## config.mk

```make
export PLATFORM = sky130hd
export DESIGN_NAME = sm_result_collector
export DESIGN_NICKNAME = d
export VERILOG_FILES = /design/src/rtl/sm_result_collector.sv
export SDC_FILE = /design/constraint.sdc
export NUM_CORES = 1
export LEC_CHECK = 0
export CAP_MARGIN = 20
export CORE_MARGIN = 2
export CORE_UTILIZATION = 61
export CTS_CLUSTER_SIZE = 25
export DETAILED_ROUTE_END_ITERATION = 10
export PLACE_DENSITY = 0.84
export SLEW_MARGIN = 20
export SYNTH_ARGS = -nofsm -noshare
export SYNTH_HDL_FRONTEND = slang
export SYNTH_SLANG_ARGS = --single-unit
```

## constraint.sdc

```tcl
create_clock -name clk -period 8.55 [get_ports clk]
set_input_delay 2.1375 -clock clk [delete_from_list [all_inputs] [get_ports clk]]
set_output_delay 2.1375 -clock clk [all_outputs]
set_load 0.02 [all_outputs]
```

## src/rtl/sm_result_collector.sv

```systemverilog
// sm_result_collector: buffers stack machine result/error reports in a FIFO,
// drains them on a valid/ready stream and tracks per-category counts and completion.
module sm_result_collector #(
  parameter int DEPTH = 8,
  parameter int DW    = 20
) (
  input  logic          clk,
  input  logic          rst_n,
  input  logic          d_valid,
  input  logic [DW-1:0] out_data,
  input  logic [2:0]    err_code,
  input  logic          fin,
  output logic          m_valid,
  input  logic          m_ready,
  output logic [DW+2:0] m_data,
  output logic [9:0]    cnt_ok,
  output logic [9:0]    cnt_stk,
  output logic [9:0]    cnt_und,
  output logic          overflow,
  output logic          done
);
  localparam int AW = $clog2(DEPTH);
  typedef enum logic [1:0] {RUN, DRAIN, DONE} state_t;
  state_t state_q, state_d;
  logic [AW-1:0] wr_q, wr_d, rd_q, rd_d;
  logic [AW:0]   occ_q, occ_d;
  logic [9:0]    ok_q, ok_d, stk_q, stk_d, und_q, und_d;
  logic          ovf_q, ovf_d;
  logic          cap, pop, push, is_ok, is_stk, is_und;
  logic [DW+2:0] mem_q [DEPTH];
  always_comb begin
    cap     = d_valid && state_q == RUN;
    pop     = m_valid && m_ready;
    push    = cap && (occ_q != (AW+1)'(DEPTH) || pop);
    is_ok   = err_code == 3'b000;
    is_stk  = err_code[2] || err_code[0];
    is_und  = !is_ok && !is_stk;
    wr_d    = wr_q + AW'(push);
    rd_d    = rd_q + AW'(pop);
    occ_d   = occ_q + (AW+1)'(push) - (AW+1)'(pop);
    ok_d    = ok_q  + 10'(cap && is_ok  && ok_q  != 10'h3ff);
    stk_d   = stk_q + 10'(cap && is_stk && stk_q != 10'h3ff);
    und_d   = und_q + 10'(cap && is_und && und_q != 10'h3ff);
    ovf_d   = ovf_q || (cap && !push);
    state_d = (state_q == RUN && fin) ? DRAIN :
              (state_q == DRAIN && occ_q == '0) ? DONE : state_q;
  end
  always_ff @(posedge clk or negedge rst_n) begin
    if (!rst_n) begin
      state_q <= RUN;
      wr_q    <= '0;
      rd_q    <= '0;
      occ_q   <= '0;
      ok_q    <= '0;
      stk_q   <= '0;
      und_q   <= '0;
      ovf_q   <= 1'b0;
    end else begin
      state_q <= state_d;
      wr_q    <= wr_d;
      rd_q    <= rd_d;
      occ_q   <= occ_d;
      ok_q    <= ok_d;
      stk_q   <= stk_d;
      und_q   <= und_d;
      ovf_q   <= ovf_d;
    end
  end
  // Storage needs no reset: m_data is forced to zero whenever the FIFO is empty.
  always_ff @(posedge clk) begin
    if (push) mem_q[wr_q] <= {err_code, out_data};
  end
  assign m_valid  = occ_q != '0;
  assign m_data   = m_valid ? mem_q[rd_q] : '0;
  assign cnt_ok   = ok_q;
  assign cnt_stk  = stk_q;
  assign cnt_und  = und_q;
  assign overflow = ovf_q;
  assign done     = state_q == DONE;
endmodule

```

==> metrics.txt <==
status=complete, no violations; mux contribution to synthesized area=between 10% and 20%; Synth Area in Adders=2.34%; Crit Path Class=flip-flop to output port; Cell Count Post-Placement=703; RSZ-0062 raised after global routing=no; pin count of the biggest net entering global routing=between 40 and 50; Worst Path Max Fanout=31; number of synthesized register bits=approximately 230; highest clock rate=around 180 MHz; die area=between 15000 and 20000 sq um; Non-Filler Instances=744; sequential share of the synthesized area=between 70% and 80%; I/O pins=84; critical path's top delay family=buffers and inverters; commonest non-fill, non-tap cell in the layout=edfxtp_1; Setup WS pre-CTS=roughly 3.5 ns; Clock Root Buffer=clkbuf_16; crit-path cells=buf_4 > mux4_2 > a22o_1 > clkdlybuf4s50_1; Worst Path Buf+Inv=2; minimum clock period=~5.4 ns; Compound-Gate Fraction of Synth Area=approximately 3.1%; Max IR drop VDD=~170 uV; most frequent cells in the layout=edfxtp_1, clkdlybuf4s50_1, mux4_2; final wirelength=~17000 um; worst hold path class=flip-flop to flip-flop; leak pwr=between 3 and 4 nW; worst slew pin tran=approximately 1.1 ns; number of global-route vias before repair=just under 5000; worst-case clock buffer depth=3; Num CTS Buffers=23; synthesized area=about 9000 sq um; # nets final=588; # rows=44; area of the multi-input gates=approximately 2200 sq um; CTS tree=done; DP Area=~10000 sq um; Starting DRT DRC Count=about 380; FF/Latch Area=~6600 sq um; total track usage=a little under a quarter; DP HPWL=slightly below 10000 um; clk_lat worst skew=0.49 ns; CP peak stage delay=roughly 0.74 ns; slowest CP cell=dfrtp_2; initial core utilization=61.8%; CP Data Required Time=roughly 6.4 ns; final instance area=10700 sq um; Port-buffer cells=a little over 80; Ys Warns=0; skew final=0.0105 ns; via count=between 4000 and 5000; Crit. End Element=output port; power per cell area=306 nW/um^2; Overflow after GRT=0; number of antenna-violating nets in the routed design=0; DR pass1 iterations=4; first-pass GRT wire length=approximately 27000 um; Worst Setup Start Kind=flip-flop; cts repair resizes=0; share of cells above drive strength 1=between 10% and 20%; Worst Slack Setup Final=approximately 3.1 ns; fillers=between 700 and 800; Final Hold Fails=0; Die Span Y=around 120 um; wire length per cell=between 20 and 25 um; max_cap viols=0; max-slew violations=0; period utilization=63.4%; main combinational cell family by area after synthesis=multiplexers; gate count of the mapped netlist=~440; core area=14400 sq um; post-cts hold buffer count=0; GPL Wtd Cong=about 0.76; Net Count, Synth=487; setup total negative slack=0 ns; vias per cell=6.06; initial antenna violation count=0; simple-gate share of the synthesized area=under 10%; clock sink total=about 230; post-route DRC violation count=0; post-synthesis xor/xnor area fraction=under 10%; Die Width=approximately 120 um; H-tree Lvls=1; Critical Path AT=between 3 and 4 ns; Finish-stage setup viols=0; Reg clk slew, reported paths=0.06 ns; Mapped Avg Cell Area=around 20 sq um; Worst slew margin=between 20% and 30%; setup repair bufs after CTS=0; ant diodes=0; Synth cell types=43; area delta synth->final=20.1%
[registers in the layout, indices dropped and copies added (netlist names)]
signal / flops
cnt_ok: 10
cnt_stk: 10
cnt_und: 10
mem_q: 184
occ_q: 4
overflow: 1
rd_q: 3
state_q: 2
wr_q: 3
[Yosys cell counts (all sizes together)]
cell    number  share of area [%]
edfxtp     184                 62
mux4        46                 12
dfrtp       43                 12
a22o        23                2.3
ha          15                2.1
xnor2       14                1.4
xor2        14                1.4
buf         12               0.87
nand2       11               0.47
nand3       11               0.62
inv         10               0.42
nor2         8               0.34
nor3         7               0.39
nand4        6               0.42
and4         5               0.49
clkbuf       5               0.23
nor3b        3               0.25
a21oi        2               0.11
and3         2               0.14
and3b        2               0.20
nor2b        2               0.14
or3b         2               0.20
a21o         1              0.085
a311oi       1              0.099
a31o         1              0.099
a31oi        1              0.071
a41o         1               0.11
and2         1              0.099
and2b        1              0.085
fa           1               0.23
mux2i        1               0.11
nand2b       1              0.071
nor4         1              0.071
nor4b        1              0.099
o21ai        1              0.056
o311ai       1              0.099
o31ai        1              0.085
or2          1              0.071
[metrics by stage]
step	hold slack, ns	power (mW)	util [%]
after floorplan	0.461	1.99	-
after global placement	0.465	2.32	69.2
after detailed placement	0.459	2.34	69.2
after CTS	0.476	3.30	74.2
after global routing	0.487	3.40	74.2
final	0.478	3.26	74.2
[final timing paths]
kind	from	to	slack, ns	cells past startpoint
max in group asynchronous	rst_n	rd_q[1]$_DFF_PN0_	6.06	1
min reg2reg	overflow$_DFF_PN0_	overflow$_DFF_PN0_	0.48	1
min	overflow$_DFF_PN0_	overflow$_DFF_PN0_	0.48	1
min in group asynchronous	rst_n	cnt_ok[6]$_DFF_PN0_	1.80	1
max	rd_q[0]$_DFF_PN0_	m_data[2]	3.13	4
max reg2reg	state_q[1]$_DFFE_PN0P_	mem_q[6][3]$_DFFE_PP_	5.68	4
[worst reg2reg max path, stage by stage (launching register included)]
cell,delay [ns]
dfrtp_1,0.42
nor3b_1,0.49
o31ai_1,0.29
nor3_2,0.93
buf_4,0.43
[layer usage]
| metal | vias to the layer above | track usage [%] | share of wire, % |
|---|---|---|---|
| li1 | 1994 | - | - |
| met1 | 2296 | 30.8 | 39 |
| met2 | 187 | 37.3 | 50 |
| met3 | 32 | 5.15 | 7.9 |
| met4 | 0 | 7.01 | 2.3 |
| met5 | - | 0 | 0 |
[kinds of logic (layout without fill, tap and decap cells)]
family                   Yosys count  in the layout
AND/OR/NAND/NOR                   65             65
buffers and inverters             27            144
AO/OA/AOI/OAI                     33             33
adder cells (fa/ha/maj)           16             16
XOR/XNOR                          28             28
multiplexers                      47             47
flip-flops                       227            227
[cell type report]
cell class	instances	area share [%]
Clock buffer	33	6.03
Clock inverter	8	0.692
Inverter	10	0.352
Multi-Input combinational cell	189	20.4
Sequential cell	227	61.9
Tap cell	184	2.16
Timing Repair Buffer	93	8.45
[power breakdown]
part           internal, mW  switching (mW)
clock network         0.553           0.384
logic                 0.508           0.443
registers              1.25           0.122
total                  2.31           0.949
Note: power is estimated with default switching activity, not from simulation.
